### src/rtl/axis2fifo.sv
// axis2fifo: packs AXI4-Stream video pixels into S2MM FIFO words with sof tags; define AXIS2FIFO_LINE_CHECK_EN to enable line-length and mid-frame restart checks
module axis2fifo #(
  parameter int C_PIXEL_WIDTH      = 8,
  parameter int C_ADATA_PIXELS     = 4,
  parameter int C_M_AXI_DATA_WIDTH = 32,
  parameter int C_IMG_WBITS        = 12,
  parameter int C_IMG_HBITS        = 12
) (
  input  logic                          S_AXIS_ACLK,
  input  logic                          S_AXIS_ARESETN,
  input  logic                          soft_resetn,
  output logic                          resetting,
  input  logic [C_IMG_WBITS-1:0]        img_width,
  input  logic [C_IMG_HBITS-1:0]        img_height,
  input  logic                          s_axis_tvalid,
  input  logic [C_PIXEL_WIDTH-1:0]      s_axis_tdata,
  input  logic                          s_axis_tuser,
  input  logic                          s_axis_tlast,
  output logic                          s_axis_tready,
  output logic                          fifo_wr_en,
  output logic [C_M_AXI_DATA_WIDTH-1:0] fifo_data,
  output logic                          fifo_sof,
  input  logic                          fifo_full,
  output logic                          frame_done,
  output logic                          err_line
);
  localparam int LW = C_ADATA_PIXELS > 1 ? $clog2(C_ADATA_PIXELS) : 1;
  localparam logic [LW-1:0] LMAX = LW'(C_ADATA_PIXELS - 1);
  typedef enum logic [1:0] {IDLE, SYNC, RUN} state_t;
  state_t state, state_nx;
  logic [C_IMG_WBITS-1:0] w_q, col, pcol, col_nx;
  logic [C_IMG_HBITS-1:0] h_q, row, prow, row_nx;
  logic [LW-1:0] lane, plane;
  logic [C_M_AXI_DATA_WIDTH-1:0] part, word;
  logic sof_acc, word_sof, out_valid, out_eof;
  logic acc, start, restart, mismatch, pack, last_col, last_pix;
  assign s_axis_tready = (state != IDLE) & (~out_valid | ~fifo_full);
  assign acc = s_axis_tvalid & s_axis_tready;
  assign fifo_wr_en = out_valid & ~fifo_full;
  assign frame_done = fifo_wr_en & out_eof & soft_resetn;
  assign resetting = state == IDLE;
`ifdef AXIS2FIFO_LINE_CHECK_EN
  assign restart = acc & (state == RUN) & s_axis_tuser & ((col != '0) | (row != '0));
  assign mismatch = acc & (state == RUN) & ~restart & (s_axis_tlast != (col == w_q - 1'b1));
  // geometry violations are reported one cycle after the offending beat
  always_ff @(posedge S_AXIS_ACLK or negedge S_AXIS_ARESETN)
    if (!S_AXIS_ARESETN) err_line <= 1'b0;
    else err_line <= soft_resetn & (restart | mismatch);
`else
  logic unused_tlast;
  assign unused_tlast = s_axis_tlast;
  assign restart = 1'b0;
  assign mismatch = 1'b0;
  assign err_line = 1'b0;
`endif
  // position of the current beat, packed word and next state
  always_comb begin
    start = (acc & (state == SYNC) & s_axis_tuser) | restart;
    pack = acc & ~mismatch & (start | (state == RUN));
    pcol = start ? '0 : col;
    prow = start ? '0 : row;
    plane = start ? '0 : lane;
    last_col = pcol == w_q - 1'b1;
    last_pix = last_col & (prow == h_q - 1'b1);
    col_nx = last_col ? '0 : pcol + 1'b1;
    row_nx = last_col ? (last_pix ? '0 : prow + 1'b1) : prow;
    word = part;
    word[int'(plane)*C_PIXEL_WIDTH +: C_PIXEL_WIDTH] = s_axis_tdata;
    word_sof = (plane == '0) ? start : sof_acc;
    state_nx = ~soft_resetn ? IDLE :
               (state == IDLE) ? (((img_width != '0) & (img_height != '0)) ? SYNC : IDLE) :
               mismatch ? SYNC :
               pack ? (last_pix ? SYNC : RUN) : state;
  end
  // state register
  always_ff @(posedge S_AXIS_ACLK or negedge S_AXIS_ARESETN)
    if (!S_AXIS_ARESETN) state <= IDLE;
    else state <= state_nx;
  // geometry latch, frame counters, lane packing and output word register
  always_ff @(posedge S_AXIS_ACLK or negedge S_AXIS_ARESETN) begin
    if (!S_AXIS_ARESETN) begin
      w_q <= '0;
      h_q <= '0;
      col <= '0;
      row <= '0;
      lane <= '0;
      part <= '0;
      sof_acc <= 1'b0;
      out_valid <= 1'b0;
      out_eof <= 1'b0;
      fifo_data <= '0;
      fifo_sof <= 1'b0;
    end else if (!soft_resetn) begin
      col <= '0;
      row <= '0;
      lane <= '0;
      part <= '0;
      sof_acc <= 1'b0;
      out_valid <= 1'b0;
    end else begin
      if (state == IDLE) begin
        w_q <= img_width;
        h_q <= img_height;
      end
      if (mismatch) begin
        lane <= '0;
        part <= '0;
        sof_acc <= 1'b0;
        out_valid <= 1'b0;
      end else if (pack) begin
        col <= col_nx;
        row <= row_nx;
        lane <= (plane == LMAX) ? '0 : plane + 1'b1;
        part <= word;
        sof_acc <= word_sof;
        if (plane == LMAX) begin
          out_valid <= 1'b1;
          fifo_data <= word;
          fifo_sof <= word_sof;
          out_eof <= last_pix;
        end else if (fifo_wr_en) out_valid <= 1'b0;
      end else if (fifo_wr_en) out_valid <= 1'b0;
    end
  end
endmodule

### config.mk
export PLATFORM = sky130hd
export DESIGN_NAME = axis2fifo
export DESIGN_NICKNAME = d
export VERILOG_FILES = /design/src/rtl/axis2fifo.sv
export SDC_FILE = /design/constraint.sdc
export NUM_CORES = 1
export LEC_CHECK = 0
export CAP_MARGIN = 20
export CORE_MARGIN = 2
export CORE_UTILIZATION = 45
export DETAILED_ROUTE_END_ITERATION = 16
export DONT_BUFFER_PORTS = 1
export PLACE_DENSITY = 0.58
export SLEW_MARGIN = 25
export SYNTH_ARGS = -nofsm -noshare
export SYNTH_HDL_FRONTEND = slang
export SYNTH_SLANG_ARGS = --single-unit
### constraint.sdc
create_clock -name S_AXIS_ACLK -period 8.5 [get_ports S_AXIS_ACLK]
set_input_delay 1.7 -clock S_AXIS_ACLK [delete_from_list [all_inputs] [get_ports S_AXIS_ACLK]]
set_output_delay 1.7 -clock S_AXIS_ACLK [all_outputs]
set_load 0.05 [all_outputs]
=== After elaboration in Yosys (flattened, before gate mapping) ===
Index checks and enable logic that the tools add are counted.

* Register bits after elaboration: 120
* Output and inout bits: 38
* Word-level logic and storage cells: 76

* Add/sub/neg operators: 6
* Eq/ne operators: 7
* Shifts and indexed selects: 2
* Mux-type cells: 28
* Bitwise gates (word level): 14
* Reduce and logical (&&, ||, !) cells: 7

{| class="wikitable"
|+ Operator list
! operator !! number
|-
| 2-to-1 mux 12 bit || 9
|-
| 2-to-1 mux 32 bit || 2
|-
| negation 5 -> 33 bit || 1
|-
| variable shift 8 x 33 -> 32 bit (first input constant) || 1
|-
| variable part select 8 x 33 -> 32 bit || 1
|-
| bitwise mux 32 bit || 1
|-
| adder 12 x 1 -> 12 bit (second input constant) || 2
|-
| equality test 12 bit || 2
|-
| nonzero test 12 bit || 2
|-
| subtractor 12 x 1 -> 12 bit (second input constant) || 2
|-
| 2-to-1 mux 2 bit || 8
|-
| AND 1 bit || 10
|-
| 2-to-1 mux 1 bit || 8
|-
| equality test 2 bit (second input constant) || 2
|-
| logical NOT 2 bit || 2
|-
| != test 3 x 1 -> 1 bit (second input constant) || 1
|-
| AND reduction 3 bit || 1
|-
| adder 2 x 1 -> 2 bit (second input constant) || 1
|-
| equality test 2 x 1 -> 1 bit (second input constant) || 1
|-
| != test 2 x 1 -> 1 bit (second input constant) || 1
|-
| inverter 1 bit || 2
|-
| bitwise OR 1 bit || 2
|-
| AND reduction 2 bit || 1
|-
| nonzero test 2 bit || 1
|}

=== Logic depth before layout (Yosys ltp) ===
Gate-level depths: netlist of run 1.

* Depth after elaboration: 13
* Gate-level depth with buffers: 14

=== Least setup slack after synthesis of run 1 ===
OpenSTA, ideal clock, no wires.

* Path type: input-to-output
* Start: in fifo_full
* End: out frame_done
* Arrival time: 2.992 ns
* Slack: 3.808 ns
* Stages: 2
* Buffers on the path: 0
* Path through: nor2b_1 and3_1

* Cells in the longest elaborated chain, start to end: 4

{| class="wikitable"
|+ Ends and longest elaborated chain
! what !! RTL line !! RTL
|-
| start: declaration || 23 || <nowiki>input logic fifo_full,</nowiki>
|-
| inverter 1 bit || 39 || <nowiki>assign fifo_wr_en = out_valid & ~fifo_full;</nowiki>
|-
| AND 1 bit || 39 ||
|-
| AND 1 bit (2 in a row) || 40 || <nowiki>assign frame_done = fifo_wr_en & out_eof & soft_resetn;</nowiki>
|-
| end: declaration || 24 || <nowiki>output logic frame_done,</nowiki>
|}

Every way passes these cells.

=== Worst setup path after layout of run 1 ===
* Start: in s_axis_tvalid
* End: reg part[2]

* Cells in the longest elaborated chain, start to end: 9
* Elaborated cells between the ends (all ways): 13

{| class="wikitable"
|+ Ends and longest elaborated chain
! what !! RTL line !! RTL
|-
| start: declaration || 15 || <nowiki>input logic s_axis_tvalid,</nowiki>
|-
| AND 1 bit * || 38 || <nowiki>assign acc = s_axis_tvalid & s_axis_tready;</nowiki>
|-
| AND 1 bit (2 in a row) || 58 || <nowiki>start = (acc & (state == SYNC) & s_axis_tuser) | restart;</nowiki>
|-
| 2-to-1 mux 2 bit || 62 || <nowiki>plane = start ? '0 : lane;</nowiki>
|-
| negation 5 -> 33 bit || 68 || <nowiki>word[int'(plane)*C_PIXEL_WIDTH +: C_PIXEL_WIDTH] = s_axis_tdata;</nowiki>
|-
| variable part select 8 x 33 -> 32 bit / variable shift 8 x 33 -> 32 bit (equally long branches) || 68 ||
|-
| bitwise mux 32 bit || 68 ||
|-
| 2-to-1 mux 32 bit || 110 || <nowiki>end else if (pack) begin</nowiki>
|-
| 2-to-1 mux 32 bit || 93 || <nowiki>end else if (!soft_resetn) begin</nowiki>
|-
| end signal: assignment || 114 || <nowiki>part <= word;</nowiki>
|-
| end: declaration || 34 || <nowiki>logic [C_M_AXI_DATA_WIDTH-1:0] part, word;</nowiki>
|}

Every way passes the cells marked *; elsewhere a longest branch is shown, timed or not. The select of a mux whose other input is x is not followed.
A chain may end at the register's enable or synchronous reset.

==> impl_metrics.csv, run 1 <==
group,metric,value,unit
global_route,grt_use_total,21.19,%
floorplanning,die_x,128.6,µm
critical_path,cp.arrival,5.53,ns
route,detail-route-antenna-nets,0,
pwr,leakagePower,0.003103,µW
floorplanning,die_area,0.01654,mm²
placed_design,post-dp-hpwl,11.50,mm
pwr,peakVddDrop,0.1558,mV
final_layout,area_growth,8.489,%
floorplanning,fp.coreArea,0.01520,mm²
synthesis,avgSynthCellArea,9.366,µm²
synthesis,yosysWarnings,0,
final_layout,final_cell_area,0.007580,mm²
cts,cts_hold_buf,0,
cts,cts_tree,"built",
timing,fin_crit_sh,60.79,%
min_path,hold_path_end,"part[10]",
route,vias_per_cell,6.089,
cts,clock_sinks,120,
route,drc,0,
cts,ctsResizeCount,0,
timing,max_freq,193.5,MHz
route,drt_iter0_markers,422,
critical_path,reg2reg_from,"out_valid",
placed_design,port_buffers,0,
floorplanning,rows,45,
critical_path,cp_data_required_time,8.86,ns
floorplanning,io_pins,77,
critical_path,reg2reg_slack,4.13,ns
timing,maxSlewViolCount,0,
critical_path,rr_endpoint,"part[2]",
cts,htree_num_levels,4,
critical_path,cpPeakStageDelay,0.74,ns
timing,fin_crit,5.167,ns
timing,finalSetupViolCount,0,
synthesis,synth-seq-cells,120,
min_path,hold_class,"register to register",
synthesis,netlist_area,0.006987,mm²
placed_design,placed_cells,881,
critical_path,startpoint_type,"input pin",
final_layout,diodes,0,
synthesis,synth_top_flop_cell,"dfrtp_1",
critical_path,reg2reg_depth,9,
cts,clockBufferDepth,2,
timing,hold_violations,0,
critical_path,slowest_stage,"nand2_1",
route,drt-total-wl,16.91,mm
global_route,antenna_found_initial,0,
min_path,min_from,"part[10]",
timing,slew_headroom,25.91,%
critical_path,cp_max_fo,24,
min_path,hold_depth,1,
placed_design,dpl_cell_area,0.006957,mm²
final_layout,final_cells,913,
cts,post_cts_buffers,0,
critical_path,path_cells,"a21boi_1 -> nand2_1 -> and2_1 -> inv_1 -> ha_1 -> nand2_1 -> nor3_1 -> and2_1 -> a22o_1",
synthesis,ys_seq_area_share,42.98,%
pwr,power,1636,µW
final_layout,drive_gt1_share,11.03,%
global_route,grt_max_degree,121,
outcome,status,"finished clean",
floorplanning,initial_core_util,45.96,%
global_route,grt_pass1_wl,27.39,mm
job,maxCapViolations,0,
placed_design,gp_congestion,0.8690,
cts,clk_pin_slew,0.06,ns
synthesis,synth_enable_flop_cells,0,
route,routedWlPerCell,18.52,µm
cts,root_buffer,"clkbuf_16",
floorplanning,die_h,128.6,µm
synthesis,syn_nets,795,
critical_path,worstSetupEndpointType,"register",
timing,worst_slew_pin_slew,1.109,ns
final_layout,nNetsFinal,761,
synthesis,async_flop_share,100.0,%
synthesis,ys_types,85,
timing,finalSetupTns,0,ns
cts,cts_buffers,17,
global_route,grt-ovfl-total,0,
final_layout,n_fill_cell,1435,
critical_path,critPathKind,"input pin to register",
route,dr.pass1.iters,7,
global_route,first_global_vias,5403,
timing,fin_skew,0.01200,ns
synthesis,syn_inst,746,
route,num_vias,5559,
pwr,power_density,215.9,mW/mm²
timing,rsz0062_at_grt,"false",
cts,clk_latency,0.43,ns
-- power breakdown --
part           internal (µW)  switching, µW  leakage, µW
registers                602           46.0      0.00162
logic                    103            129      0.00119
clock network            485            272     0.000289
total                   1190            447      0.00310
-- registers in the layout, summed over array words and instances (netlist names) --
signal and flops:
row 12, w_q 12, out_eof 1, col 12, out_valid 1, lane 2, state 2, h_q 12
sof_acc 1, fifo_sof 1, fifo_data 32, part 32
-- cells in the final DEF (no fill, tap or decap), types with 8 or more instances in the layout --
cell / count
nor2b_1: 46
nand2_1: 94
inv_1: 15
nand3_1: 19
o21ai_0: 65
nand4_1: 13
nor3_1: 11
a21oi_1: 38
xnor2_1: 14
a22o_1: 24
and2_1: 13
dfrtp_1: 120
clkbuf_16: 17
xor2_1: 15
and3_1: 14
mux2_2: 19
ha_1: 10
nor2_1: 21
a32oi_1: 8
nor4_1: 14
a22oi_1: 13
-- Yosys cell counts (10+ instances only) --
library cell  number  share of area, %
a21oi_1           39               2.8
a22o_1            24               3.0
a22oi_1           13               1.4
and2_1            14               1.3
and3_1            14               1.3
clkbuf_1          42               2.3
dfrtp_1          120                43
ha_1              10               1.8
inv_1             15              0.81
mux2_2            19               3.1
nand2_1           95               5.1
nand3_1           19               1.4
nand4_1           13               1.2
nor2_1            21               1.1
nor2b_1           46               4.1
nor3_1            11              0.79
nor4_1            14               1.3
o21ai_0           65               4.7
xnor2_1           14               1.8
xor2_1            15               1.9
-- layout make-up --
cell class              instances  area [µm²]  area share (%)
inverters                      15       56.30          0.7428
flip-flops and latches        120        3003           39.62
clock inverters                10       142.6           1.882
clock buffers                  22       474.2           6.256
repair buffers                  4       30.03          0.3962
well taps                     188       235.2           3.103
multi-input cells             554        3638           48.00
-- worst max path at each step --
stage / startpoint / end / slack [ns] / cells past startpoint
2_1_floorplan: fifo_full / frame_done / 3.81 / 2
3_3_place_gp: s_axis_tvalid / part[7] / 3.04 / 9
3_5_place_dp: s_axis_tvalid / part[0] / 2.90 / 9
4_1_cts: s_axis_tvalid / part[0] / 3.38 / 9
5_1_grt: s_axis_tvalid / part[0] / 2.97 / 9
6_report: s_axis_tvalid / part[2] / 3.33 / 9
-- per-layer routing --
layer / track usage [%] / part of all wire, % / up-vias
li1: - / - / 2623
met4: 9.015 / 2.0 / 0
met5: 0 / 0 / -
met1: 26.52 / 44 / 2704
met3: 6.902 / 7.1 / 32
met2: 33.89 / 47 / 200
-- worst max-delay path, delay by kind of cell --
kind	cells	cell delay, ns
simple gates	5	2.44
compound gates	2	0.80
buf+inv	1	0.18
fa+ha+maj	1	0.40
-- per-stage QoR --
step / hold WS, ns / worst slack [ns] / utilization [%]
after CTS: 0.4949 / 3.383 / 49.82
after floorplan: 0.4479 / 3.808 / -
final: 0.4894 / 3.333 / 49.86
after global placement: 0.4648 / 3.043 / 45.74
after detailed placement: 0.4745 / 2.899 / 45.76
after global routing: 0.5041 / 2.970 / 49.86
-- cell families after synthesis --
logic type	count (synthesis)	synth area share, %
buf+inv	72	5.122
compound gates	200	18.88
other cells	1	0.05367
flops	120	42.98
simple gates	290	23.19
mux	21	3.349
fa+ha+maj	10	1.791
xor+xnor	32	4.638
(Power assumes the default switching activity.)
==> run 2, diff against run 1 <==
--- a/config.mk
+++ b/config.mk
@@ -10,7 +10,7 @@
 export CORE_UTILIZATION = 45
 export DETAILED_ROUTE_END_ITERATION = 16
 export DONT_BUFFER_PORTS = 1
-export PLACE_DENSITY = 0.58
+export PLACE_DENSITY = 0.6
 export SLEW_MARGIN = 25
 export SYNTH_ARGS = -nofsm -noshare
 export SYNTH_HDL_FRONTEND = slang
==> constraint.sdc (replaced) <==
create_clock -name S_AXIS_ACLK -period 4.7 [get_ports S_AXIS_ACLK]
set_input_delay 0.94 -clock S_AXIS_ACLK [delete_from_list [all_inputs] [get_ports S_AXIS_ACLK]]
set_output_delay 0.94 -clock S_AXIS_ACLK [all_outputs]
set_load 0.05 [all_outputs]
==> run 2 against run 1 <==
Via count grew 0.43%; global-route usage barely moved; combinational power is 83% higher; setup slack got worse by 2.2 ns; die area stayed put; register-to-register slack worse by 3.0 ns; clock skew is 0.0052 ns lower; non-clock buffer count is 10 higher; hold slack worse by 0.27 ns; routed wire length about the same; sequential share of layout area shrank 0.40 points; final area up 1.0%.
==> impl_metrics.csv, run 2 (same netlist as run 1, synthesis figures left out) <==
group,metric,value,unit
timing,maxSlewViolCount,0,
route,vias_per_cell,6.049,
timing,finalSetupTns,0,ns
route,detail-route-antenna-nets,0,
final_layout,nNetsFinal,771,
critical_path,cp_data_required_time,5.04,ns
cts,clk_latency,0.42,ns
timing,fin_crit_sh,76.50,%
route,drt-total-wl,16.90,mm
cts,cts_hold_buf,0,
placed_design,gp_congestion,0.8473,
cts,clk_pin_slew,0.06,ns
cts,ctsResizeCount,0,
timing,rsz0062_at_grt,"false",
critical_path,critPathKind,"register to register",
cts,root_buffer,"clkbuf_16",
placed_design,post-dp-hpwl,11.65,mm
global_route,grt_pass1_wl,27.42,mm
timing,fin_crit,3.596,ns
floorplanning,fp.coreArea,0.01520,mm²
timing,fin_skew,0.006749,ns
pwr,leakagePower,0.003139,µW
floorplanning,die_h,128.6,µm
pwr,power_density,385.0,mW/mm²
floorplanning,die_x,128.6,µm
floorplanning,rows,45,
final_layout,layout_common_cells,"120 x dfrtp_1, 94 x nand2_1, 65 x o21ai_0, 46 x nor2b_1, 38 x a21oi_1",
global_route,grt_max_degree,121,
global_route,grt_use_total,21.19,%
global_route,antenna_found_initial,0,
outcome,status,"finished clean",
route,dr.pass1.iters,7,
critical_path,worstSetupEndpointType,"register",
critical_path,cp_max_fo,10,
final_layout,diodes,0,
timing,slew_headroom,38.24,%
cts,clock_sinks,120,
global_route,first_global_vias,5425,
floorplanning,initial_core_util,45.96,%
cts,cts_tree,"built",
critical_path,startpoint_type,"register",
final_layout,drive_gt1_share,12.52,%
route,num_vias,5583,
floorplanning,die_area,0.01654,mm²
placed_design,port_buffers,0,
floorplanning,io_pins,77,
timing,worst_slew_pin_slew,0.9264,ns
timing,hold_slack,0.2181,ns
cts,cts_buffers,17,
final_layout,area_growth,9.599,%
timing,hold_violations,0,
final_layout,layout_commonest_cell,"dfrtp_1",
global_route,grt-ovfl-total,0,
timing,finalSetupViolCount,0,
route,drt_iter0_markers,438,
job,maxCapViolations,0,
timing,max_freq,278.1,MHz
route,drc,0,
critical_path,cp.arrival,3.94,ns
cts,htree_num_levels,4,
final_layout,largestRegisters,"fifo_data: 32 flops, part: 32 flops",
route,routedWlPerCell,18.31,µm
min_path,hold_class,"input pin to asynchronous set/reset pin",
cts,post_cts_buffers,0,
pwr,peakVddDrop,0.2644,mV
cts,clockBufferDepth,2,
pwr,power,2948,µW
[run 2: cell count changes in the layout (fill, tap and decap cells not counted), moves of 2 or more]
cell      before  now
clkbuf_8       3    1
buf_4          4   13
inv_6          1    3
clkbuf_1       2    0
[run 2: path summary, 6_finish.rpt]
check / endpoint / cells after the start / slack (ns) / start
max reg2reg: row[4] / 10 / 1.10 / w_q[0]
min in group S_AXIS_ACLK: part[0] / 1 / 0.49 / part[0]
max: row[4] / 10 / 1.10 / w_q[0]
max in group asynchronous: h_q[4] / 0 / 4.32 / S_AXIS_ARESETN
min reg2reg: part[0] / 1 / 0.49 / part[0]
min: fifo_data[2] / 0 / 0.22 / S_AXIS_ARESETN
[run 2: area by class of cell]
cell class	count	area [µm²]
clock inverters	14	172.7
multi-input cells	554	3633
flip-flops and latches	120	3003
fillers	1424	7545
clock buffers	18	439.2
well taps	188	235.2
repair buffers	14	117.6
inverters	15	56.30
[run 2: routing by layer]
metal	GRT usage, %	up-vias	routed length (µm)
met5	0	-	0
met4	7.992	0	215
met3	5.613	24	1078
met2	33.79	186	8067
met1	27.86	2730	7538
li1	-	2643	-
[run 2: metrics by stage]
stage               setup WS [ns]  std cells  instance area, µm²  utilization (%)
detailed placement         0.8785        891                7044            46.34
finish                      1.104        923                7657            50.37
CTS                         1.136        923                7656            50.36
global placement           0.9040        891                7041            46.31
floorplan                  0.9577        746                6987                -
global route               0.8166        923                7657            50.37
[run 2: worst max-delay path, cell delays in order, from the launching register on]
cell,delay [ns]
dfrtp_1,0.43
inv_1,0.14
ha_1,0.32
or3b_1,0.48
nor3_1,0.35
xnor2_1,0.16
nor3b_1,0.28
or3_1,0.44
nand4_4,0.23
or4_1,0.54
o211ai_2,0.15
[run 2: power by group]
part           internal, µW  switching (µW)
clock network           850             503
logic                   190             233
registers              1090            83.5
total                  2130             819
